===== config.mk =====
export PLATFORM = sky130hd
export DESIGN_NAME = nor_shift_register_flat
export DESIGN_NICKNAME = d
export VERILOG_FILES = /design/src/rtl/nor_shift_register_if.sv /design/src/rtl/nor_shift_register.sv /design/src/flat_wrapper.sv
export SDC_FILE = /design/constraint.sdc
export NUM_CORES = 1
export LEC_CHECK = 0
export BUFFER_PORTS_ARGS = -buffer_cell sky130_fd_sc_hd__buf_2
export CAP_MARGIN = 20
export CORE_MARGIN = 3
export CORE_UTILIZATION = 40
export CTS_CLUSTER_SIZE = 40
export DETAILED_ROUTE_END_ITERATION = 7
export GPL_ROUTABILITY_DRIVEN = 0
export PLACE_DENSITY_LB_ADDON = 0.12
export SLEW_MARGIN = 20
export SYNTH_ARGS = -nofsm -noshare
export SYNTH_HDL_FRONTEND = slang
export SYNTH_SLANG_ARGS = --single-unit

===== constraint.sdc =====
create_clock -name C -period 1.66 [get_ports C]
set_input_delay 0.332 -clock C [delete_from_list [all_inputs] [get_ports C]]
set_output_delay 0.332 -clock C [all_outputs]
set_load 0.01 [all_outputs]

===== src/rtl/nor_shift_register_if.sv =====
// Load/shift bundle for nor_shift_register.
// Master drives the request side, slave returns the register view.
interface nor_shift_register_if #(
  parameter int WIDTH = 8
);
  logic             LOAD;
  logic [WIDTH-1:0] PD;
  logic             START;
  logic             SI;
  logic             SO;
  logic [WIDTH-1:0] Q;
  logic             BUSY;
  logic             DONE;

  modport master (
    output LOAD,
    output PD,
    output START,
    output SI,
    input  SO,
    input  Q,
    input  BUSY,
    input  DONE
  );

  modport slave (
    input  LOAD,
    input  PD,
    input  START,
    input  SI,
    output SO,
    output Q,
    output BUSY,
    output DONE
  );
endinterface


===== src/rtl/nor_shift_register.sv =====
// WIDTH-bit register bank with parallel load and a self-timed
// serial transfer of exactly WIDTH shifts per START.
module nor_shift_register #(
  parameter int             WIDTH     = 8,
  parameter logic [WIDTH-1:0] RESET_VAL = '0,
  parameter bit             MSB_FIRST = 1'b1
) (
  input logic C,
  input logic RN,
  nor_shift_register_if.slave bus
);

  localparam int CW = $clog2(WIDTH);
  localparam logic [CW-1:0] LAST = CW'(WIDTH - 1);

  localparam logic [1:0] S_IDLE  = 2'd0;
  localparam logic [1:0] S_SHIFT = 2'd1;
  localparam logic [1:0] S_FIN   = 2'd2;

  logic [1:0]       state;
  logic [1:0]       state_nx;
  logic [CW-1:0]    cnt;
  logic [CW-1:0]    cnt_nx;
  logic [WIDTH-1:0] q;
  logic [WIDTH-1:0] q_nx;
  logic [WIDTH-1:0] q_sh;
  logic             busy;
  logic             busy_nx;
  logic             done;
  logic             done_nx;
  logic             so;

  logic idle;
  logic ld;
  logic st;
  logic shifting;
  logic last;

  generate
    if (MSB_FIRST) begin : g_msb
      assign q_sh = {q[WIDTH-2:0], bus.SI};
      assign so   = q[WIDTH-1];
    end else begin : g_lsb
      assign q_sh = {bus.SI, q[WIDTH-1:1]};
      assign so   = q[0];
    end
  endgenerate

  // FIN accepts requests exactly like IDLE so transfers can chain
  assign idle     = (state == S_IDLE) || (state == S_FIN);
  assign ld       = idle && bus.LOAD;
  assign st       = idle && !bus.LOAD && bus.START;
  assign shifting = (state == S_SHIFT);
  assign last     = (cnt == LAST);

  always_comb begin
    state_nx = state;
    cnt_nx   = cnt;
    q_nx     = q;
    busy_nx  = busy;
    done_nx  = 1'b0;
    unique case (1'b1)
      ld: begin
        q_nx     = bus.PD;
        state_nx = S_IDLE;
      end
      st: begin
        cnt_nx   = '0;
        busy_nx  = 1'b1;
        state_nx = S_SHIFT;
      end
      shifting: begin
        q_nx = q_sh;
        if (last) begin
          state_nx = S_FIN;
          busy_nx  = 1'b0;
          done_nx  = 1'b1;
          cnt_nx   = '0;
        end else begin
          cnt_nx = cnt + 1'b1;
        end
      end
      default: begin
        state_nx = S_IDLE;
        busy_nx  = 1'b0;
      end
    endcase
  end

  always_ff @(posedge C or negedge RN) begin
    if (!RN) begin
      state <= S_IDLE;
      cnt   <= '0;
      q     <= RESET_VAL;
      busy  <= 1'b0;
      done  <= 1'b0;
    end else begin
      state <= state_nx;
      cnt   <= cnt_nx;
      q     <= q_nx;
      busy  <= busy_nx;
      done  <= done_nx;
    end
  end

  assign bus.Q    = q;
  assign bus.SO   = so;
  assign bus.BUSY = busy;
  assign bus.DONE = done;

endmodule

===== src/flat_wrapper.sv =====
// flat-port wrapper written by rule: the top's interface ports become plain ports
module nor_shift_register_flat 
#(
  parameter int             WIDTH     = 8,
  parameter logic [WIDTH-1:0] RESET_VAL = '0,
  parameter bit             MSB_FIRST = 1'b1
)
  (C, RN, bus_LOAD, bus_PD, bus_START, bus_SI, bus_SO, bus_Q, bus_BUSY, bus_DONE);
  nor_shift_register_if #(.WIDTH(WIDTH)) bus_i ();
  input logic C;
  input logic RN;
  input wire logic [$bits(bus_i.LOAD)-1:0] bus_LOAD;
  input wire logic [$bits(bus_i.PD)-1:0] bus_PD;
  input wire logic [$bits(bus_i.START)-1:0] bus_START;
  input wire logic [$bits(bus_i.SI)-1:0] bus_SI;
  output wire logic [$bits(bus_i.SO)-1:0] bus_SO;
  output wire logic [$bits(bus_i.Q)-1:0] bus_Q;
  output wire logic [$bits(bus_i.BUSY)-1:0] bus_BUSY;
  output wire logic [$bits(bus_i.DONE)-1:0] bus_DONE;
  assign bus_i.LOAD = bus_LOAD;
  assign bus_i.PD = bus_PD;
  assign bus_i.START = bus_START;
  assign bus_i.SI = bus_SI;
  assign bus_SO = bus_i.SO;
  assign bus_Q = bus_i.Q;
  assign bus_BUSY = bus_i.BUSY;
  assign bus_DONE = bus_i.DONE;
  nor_shift_register #(.WIDTH(WIDTH), .RESET_VAL(RESET_VAL), .MSB_FIRST(MSB_FIRST)) u_core (.C(C), .RN(RN), .bus(bus_i));
endmodule

==> results by group, run 1 <==
Global routing
  – Antenna violations before repair: 0
  – Largest net degree at the start of global routing: 29
  – Grt total ovfl: 0
  – Vias in the first global route: 571
  – Total GRT Usage: 13.4%
  – First-pass GRT wire length: 2640 um

Worst setup path
  – Critical path startpoint category: register
  – WP buf/inv: 0
  – Setup CP Type: reg -> reg
  – Worst path max stage delay: 0.42 ns
  – Crit path required time: 1.79 ns
  – Slowest CP cell: dfrtp_1
  – WP data arrival: 1.58 ns
  – Cell mode on critical path: ha_1
  – Crit-path leading delay family: adder cells
  – CP endpoint kind: register
  – Crit-path cells: ha_1, ha_1, mux2_2, nand2_1, o21ai_0
  – CP Max Fanout: 4

Finish
  – Final #Nets: 115
  – Share of cells above drive strength 1: 29.3%
  – Syn-to-layout area delta: 14.6%
  – Ant diodes: 0

Status
  – Outcome: finished, final reports clean

Yosys
  – EDFF count, synth: 0
  – Ys flop type: dfrtp_1
  – Net Count, Synth: 92
  – Post-synthesis cell area: 823 um2
  – Top-count cell post-synth: dfrtp_1
  – Synth area leaders: dfrtp_1 46%, mux2i_1 9.7%, a211oi_1 7.3%
  – Post-synth top area share: 45.6%
  – Post-Syn Instances: 77
  – Yosys warning count: 0
  – Register bit total from synthesis: 15
  – Distinct cells, synth: 20
  – Avg Synthesized Cell Area: 10.7 um2
  – Commonest cells in the netlist: 15 x dfrtp_1, 10 x a21oi_1, 8 x a211oi_1, 8 x mux2i_1
  – Post-synthesis async set-or-reset flop share: 100%
  – Sequential area share after synthesis: 45.6%
  – Synth area leader: dfrtp_1

Floorplan
  – Die area: 2640 um2
  – Row count: 15
  – Die width: 51.4 um
  – Boundary Pins: 24
  – Core area: 1840 um2
  – Starting density of the core: 44.8%
  – Chip Height: 51.4 um

Clock tree
  – Clock Root Buffer: clkbuf_4
  – CTS tree: yes
  – CTS resizes: 0
  – Max H-tree Level: 1
  – Clock Tree Buf Depth: 2
  – Clock latency on the worst-skew pair: 0.27 ns
  – Total CTS buffers: 3
  – CTS sink count: 15
  – Clock Pin Slew Worst Setup and Hold Paths: 0.09 ns

Timing
  – Max frequency: 690 MHz
  – Final min period: 1.45 ns
  – Setup_tns: 0 ns
  – RSZ-0062 raised after global routing: no
  – Setup-failing EPs final: 0
  – Worst hold slack: 0.329 ns
  – Worst-Margin Slew: 0.791 ns
  – Fin. max-slew vios: 0
  – Final Skew: 0.00314 ns
  – Final Worst Setup Slack: 0.211 ns
  – Max-slew headroom: 47.3%
  – Final period util: 87.3%
  – Hold Vio Cnt, Final: 0

Placement
  – PortBufs: 23
  – HPWL after DPL: 1070 um
  – Post-Place Setup Slack: 0.214 ns

Routing
  – Antenna-violating nets left: 0
  – Metal3 WL: 90 um
  – Post-route DRC: 0
  – Final WL: 1530 um
  – Top sig layer: met4
  – Vias post-DR: 630
  – Met2 wire len: 709 um
  – Vias per cell: 5.08
  – DRT met1 WL: 711 um
  – Starting DRC count in detailed routing: 13
  – Average wire per standard cell: 12.3 um
  – Pre-antenna DRT Iters: 4

Hold path
  – Hold Crit Class: in -> reg

Pwr
  – Leak: 0.420 nW
  – Clock power share: 12.5%
  – PwrDens: 1730 nW/um2
  – Worst VDD drop: 0.767 mV
  – P_sw: 0.652 mW
  – Register share of total power: 47.1%
  – Switching part of the total: 40.0%
  – Pint: 0.979 mW
  – Logic gate share of total power: 40.4%

Run
  – Max_cap viols: 0
-- kinds of logic after synthesis --
kind of cell	count (synthesis)	share of synthesized area, %
AOI/OAI and AO/OA	24	17.6
adders and majority gates	2	3.04
buffers and inverters	7	8.51
DFF	15	45.6
muxes	9	11.1
and+or+nand+nor	20	14.1
-- final timing paths --
path	start	to	slack, ns	cells after the start
worst max register to register	u_core.cnt[0]	u_core.cnt[2]	0.21	5
worst min-delay path	bus_PD[0]	u_core.bus.Q[0]	0.33	3
worst min register to register	u_core.bus.BUSY	u_core.bus.BUSY	0.55	2
worst max-delay path	u_core.cnt[0]	u_core.cnt[2]	0.21	5
max in group asynchronous	RN	u_core.bus.Q[1]	0.92	2
min in group asynchronous	RN	u_core.bus.DONE	0.48	2
-- registers in the layout (all words and copies together) (netlist names) --
signal / cells
u_core.bus.Q: 8
u_core.cnt: 3
u_core.state: 2
u_core.bus.BUSY: 1
u_core.bus.DONE: 1
-- power by group through the flow --
| stage | Sequential [mW] | Clock (mW) | Combinational [mW] |
|---|---|---|---|
| floorplan | 0.713 | 0 | 0.577 |
| global placement | 0.770 | 0 | 0.647 |
| detailed placement | 0.778 | 0 | 0.667 |
| CTS | 0.772 | 0.211 | 0.673 |
| global route | 0.811 | 0.236 | 0.743 |
| finish | 0.767 | 0.205 | 0.659 |
-- worst min-delay path, delay by kind of cell --
kind	cells	cell delay (ns)
buf+inv	1	0.08
compound gates	2	0.15
-- cell type report --
type / count / area [um2]
Clock buffer: 4 / 26.3
Fill cell: 189 / 896
Multi-Input combinational cell: 55 / 378
Sequential cell: 15 / 375
Tap cell: 25 / 31.3
Timing Repair Buffer: 25 / 133
-- stage by stage --
stage	utilization (%)	power, mW	cells	instance area (um2)
finish	51.3	1.63	124	943
global route	51.3	1.79	124	943
CTS	51.3	1.66	124	943
detailed placement	49.3	1.44	119	907
global placement	49.3	1.42	119	907
floorplan	-	1.29	77	823
-- routing by layer --
metal / GRT usage (%) / vias up
li1: - / 324
met1: 17.8 / 285
met2: 20.6 / 19
met3: 3.50 / 2
met4: 5.24 / 0
met5: 0 / -
-- cells in the final DEF, fill, tap and decap left out, types with 2 or more instances in the layout --
master,n
nand2_1,6
a21oi_1,10
o21ai_0,3
a211oi_1,8
a31oi_1,2
dfrtp_1,15
mux2i_1,8
clkbuf_4,3
and2b_1,2
and3b_1,2
ha_1,2
buf_2,23
nor2b_1,6
-- repair_timing --
item                      CTS  global route
buffers inserted            0             0
hold endpoints to repair   15             0
hold buffers                1             0
Note: power is estimated with default switching activity, not from simulation.
==> run 2, diff against run 1 <==
PLACE_DENSITY_LB_ADDON = 0.15   (was 0.12)
TNS_END_PERCENT = 100   (was default)
==> run 2 against run 1 <==
  * First-iteration DRC count decreased by 31%
  * Flip-flop and latch count unchanged
  * Highest routed layer unchanged
  * Die area unchanged
  * Setup slack improved by 0.015 ns
  * Largest cell class unchanged
  * Global-route usage fell by 0.094 points
  * Clock-buffer cell count fell by 1
==> results by group, run 2 (synthesis results as in run 1) <==
Global routing
  – Antenna violations before repair: 0
  – Largest net degree at the start of global routing: 29
  – Grt total ovfl: 0
  – Vias in the first global route: 615
  – Total GRT Usage: 13.3%
  – First-pass GRT wire length: 2680 um

Placement
  – Post-Place Setup Slack: 0.248 ns
  – PortBufs: 23
  – Dpl cells: 119
  – HPWL after DPL: 1050 um

Timing
  – RSZ-0062 raised after global routing: no
  – Fin. max-slew vios: 0
  – Final min period: 1.43 ns
  – Final period util: 86.4%
  – Final Worst Setup Slack: 0.225 ns
  – Worst-Margin Slew: 0.782 ns
  – Max-slew headroom: 47.9%
  – Max frequency: 697 MHz
  – Setup_tns: 0 ns
  – Setup-failing EPs final: 0
  – Final Skew: 0.00930 ns
  – Hold Vio Cnt, Final: 0

Finish
  – Most frequent cells in the layout: 23 x buf_2, 15 x dfrtp_1, 10 x a21oi_1
  – Max reg flops: 8
  – Share of cells above drive strength 1: 30.3%
  – Util after Layout: 51.4%
  – Final #Nets: 115
  – Fillers: 196
  – Syn-to-layout area delta: 14.7%
  – Ant diodes: 0
  – Post-Layout Cell Count: 124
  – Most common cell after layout, fill and taps aside: buf_2

Routing
  – Final WL: 1510 um
  – Vias per cell: 4.98
  – Vias post-DR: 618
  – Pre-antenna DRT Iters: 4
  – Post-route DRC: 0
  – Average wire per standard cell: 12.2 um
  – Antenna-violating nets left: 0
  – Starting DRC count in detailed routing: 9

Worst setup path
  – Reg2reg end: u_core.cnt[2]
  – Worst path max stage delay: 0.42 ns
  – CP endpoint kind: register
  – Worst Reg2Reg Path Length in Cells: 5
  – Slowest CP cell: dfrtp_1
  – Reg-to-Reg Start: u_core.cnt[0]
  – Setup CP Type: reg -> reg
  – WP data arrival: 1.57 ns
  – CP Max Fanout: 4
  – Cell mode on critical path: ha_1
  – Crit path required time: 1.79 ns
  – Crit-path cells: ha_1, ha_1, mux2_2, nand2_1, o21ai_0
  – Reg-to-reg slack, setup: 0.23 ns
  – Critical path startpoint category: register

Hold path
  – Hold path cells: 3
  – Hold Crit Class: in -> reg
  – Hold_sp: bus_PD[3]
  – Hold EP: u_core.bus.Q[3]

Clock tree
  – Clock Pin Slew Worst Setup and Hold Paths: 0.10 ns
  – CTS sink count: 15
  – Clock latency on the worst-skew pair: 0.28 ns
  – Max H-tree Level: 1
  – CTS tree: yes
  – Total CTS buffers: 3
  – CTS resizes: 0
  – Clock Root Buffer: clkbuf_4
  – Clock Tree Buf Depth: 2

Pwr
  – PwrDens: 1720 nW/um2
  – Leak: 0.423 nW
  – Worst VDD drop: 0.731 mV

Run
  – Max_cap viols: 0

Floorplan
  – Row count: 15
  – Chip Height: 51.4 um
  – Starting density of the core: 44.8%
  – Die width: 51.4 um
  – Boundary Pins: 24
  – Core area: 1840 um2
  – Die area: 2640 um2

Status
  – Outcome: finished, final reports clean
## run 2: final cells by class
cell class	instances	area, um2	area share (%)
multi-input combinational	55	378	40.0
sequential	15	375	39.7
timing repair buffer	25	133	14.0
tap	25	31.3	3.31
clock buffer	3	22.5	2.38
clock inverter	1	5.00	0.530
## run 2: critical path, delay by kind of cell (launching register included)
family          cells  cell delay, ns
compound gates      1            0.08
fa+ha+maj           2            0.48
flops               1            0.42
mux                 1            0.25
simple gates        1            0.06
## run 2: through the flow
stage	power (mW)	hold WS, ns	cell area, um2
final	1.62	0.323	945
after global placement	1.41	0.262	907
after floorplan	1.29	0.0364	823
after global routing	1.80	0.316	945
after CTS	1.66	0.313	945
after detailed placement	1.44	0.258	907
## run 2: how the worst max path moves through the flow
stage,from,to,depth (start not counted),slack [ns]
floorplan,u_core.cnt[0],u_core.cnt[0],4,0.33
global placement,u_core.cnt[0],u_core.cnt[2],5,0.26
detailed placement,u_core.cnt[0],u_core.cnt[2],5,0.25
CTS,u_core.cnt[0],u_core.cnt[2],5,0.22
global route,u_core.cnt[0],u_core.cnt[2],5,0.13
finish,u_core.cnt[0],u_core.cnt[2],5,0.23
## run 2: routing by layer
layer	share of wire, %	vias up	wire (um)	GRT usage (%)
li1	-	319	-	-
met1	46	281	702	16.8
met2	48	16	720	22.0
met3	5.2	2	78	2.62
met4	0.60	0	9	5.24
met5	0	-	0	0
## run 2: power by group
group	leakage (nW)	total, mW	switching [mW]	internal (mW)
combinational	0.228	0.653	0.303	0.350
sequential	0.177	0.763	0.227	0.536
clock	0.0177	0.206	0.117	0.0893
## run 2: what timing repair did
action	in CTS	in global routing
hold buffers	1	0
endpoints found under the hold margin	15	0
setup buffers	0	0
==> run 3, diff against run 2 <==
clock period = 1.4 ns   (was 1.66 ns; I/O delays follow)
==> run 3 against run 2 <==
  * Clock skew fell by 0.0022 ns
  * Clock power grew 15%
  * Clock-buffer cell count unchanged
  * Sequential power is 6.0% higher
  * Via count is 5.0% higher
  * Flip-flop and latch count unchanged
  * Largest power group is now combinational logic
==> results by group, run 3 (synthesis results as in run 1) <==
Run
  – Max_cap viols: 0

Timing
  – Hold Vio Cnt, Final: 0
  – Fin. max-slew vios: 0
  – Max-slew headroom: 77.2%
  – Final min period: 1.35 ns
  – Setup-failing EPs final: 0
  – Max frequency: 743 MHz
  – RSZ-0062 raised after global routing: no
  – Final Skew: 0.00706 ns
  – Final period util: 96.1%
  – Worst-Margin Slew: 0.341 ns
  – Setup_tns: 0 ns

Clock tree
  – Total CTS buffers: 3
  – CTS sink count: 15
  – Clock Pin Slew Worst Setup and Hold Paths: 0.09 ns
  – Clock Tree Buf Depth: 2
  – CTS tree: yes
  – Clock latency on the worst-skew pair: 0.27 ns
  – Max H-tree Level: 1
  – Clock Root Buffer: clkbuf_4

Global routing
  – Vias in the first global route: 639
  – Antenna violations before repair: 0
  – Grt total ovfl: 0
  – Total GRT Usage: 13.5%
  – First-pass GRT wire length: 2700 um
  – Largest net degree at the start of global routing: 29

Pwr
  – Pwr Total: 2.04 mW
  – Worst VDD drop: 1.05 mV
  – Leak: 0.444 nW
  – PwrDens: 2060 nW/um2

Worst setup path
  – WP data arrival: 1.55 ns
  – Critical path startpoint category: register
  – Crit path required time: 1.60 ns
  – CP Max Fanout: 3
  – Setup CP Type: reg -> reg
  – CP endpoint kind: register

Routing
  – Pre-antenna DRT Iters: 5
  – Final WL: 1570 um
  – Starting DRC count in detailed routing: 2
  – Vias post-DR: 649
  – Vias per cell: 5.07
  – Average wire per standard cell: 12.3 um
  – Post-route DRC: 0
  – Antenna-violating nets left: 0

Finish
  – Most common cell after layout, fill and taps aside: buf_2
  – Ant diodes: 0
  – Fillers: 187
  – Final #Nets: 119
  – Max reg flops: 8
  – Syn-to-layout area delta: 20.5%
  – Most frequent cells in the layout: 23 x buf_2, 15 x dfrtp_1, 10 x a21oi_1
  – Share of cells above drive strength 1: 35.0%

Floorplan
  – Row count: 15
  – Die width: 51.4 um
  – Starting density of the core: 44.8%
  – Boundary Pins: 24
  – Core area: 1840 um2
  – Chip Height: 51.4 um
  – Die area: 2640 um2

Hold path
  – Hold Crit Class: in -> reg

Status
  – Outcome: finished, final reports clean

Placement
  – HPWL after DPL: 1120 um
  – PortBufs: 23
run 3: timing repair:
action	in CTS	in global routing
endpoints found under the setup margin	0	2
setup buffers	0	1
gates resized for setup	0	2
hold buffers	1	0
hold endpoints to repair	15	0
run 3: path summary, 6_finish.rpt:
check                           startpoint               to  slack (ns)  depth (start not counted)
max in group asynchronous               RN  u_core.bus.Q[2]        0.70                          2
min in group asynchronous               RN  u_core.state[1]        0.44                          2
max                          u_core.cnt[0]    u_core.cnt[0]        0.05                          4
max reg2reg                  u_core.cnt[0]    u_core.cnt[0]        0.05                          4
min                              bus_PD[2]  u_core.bus.Q[2]        0.28                          3
min reg2reg                u_core.bus.BUSY  u_core.bus.BUSY        0.56                          2
run 3: final cells by class:
cell class                 instances  area (um2)  share of cell area, %
clock buffer                       3        22.5                   2.27
sequential                        15         375                   37.8
tap                               25        31.3                   3.15
clock inverter                     1        5.00                  0.504
multi-input combinational         55         383                   38.6
timing repair buffer              29         175                   17.7
run 3: routing by layer:
metal  vias up  global-route usage [%]  routed length, um
li1        333                       -                  -
met1       296                    17.3                719
met2        18                    21.8                737
met3         2                    3.79                 99
met4         0                    3.93                 12
met5         -                       0                  0
run 3: critical path: stages (launching register included):
cell and delay (ns):
dfrtp_1 0.40, ha_2 0.19, ha_2 0.18, or3_1 0.34, a31oi_1 0.17
run 3: stage by stage:
step	util (%)	cell area (um2)	setup WS [ns]	hold WS, ns	cells
after floorplan	-	823	0.0706	-0.0156	77
after global placement	51.2	942	0.0592	0.211	122
after detailed placement	51.2	942	0.0372	0.201	122
after CTS	53.3	980	0.0127	0.281	127
after global routing	53.9	992	0.0245	0.288	128
final	53.9	992	0.0545	0.283	128
run 3: where the power goes:
group | total (mW) | internal (mW) | switching [mW] | leakage, nW
Combinational | 0.995 | 0.505 | 0.490 | 0.249
Clock | 0.237 | 0.106 | 0.132 | 0.0177
Sequential | 0.809 | 0.637 | 0.171 | 0.177
Total | 2.04 | 1.25 | 0.793 | 0.444
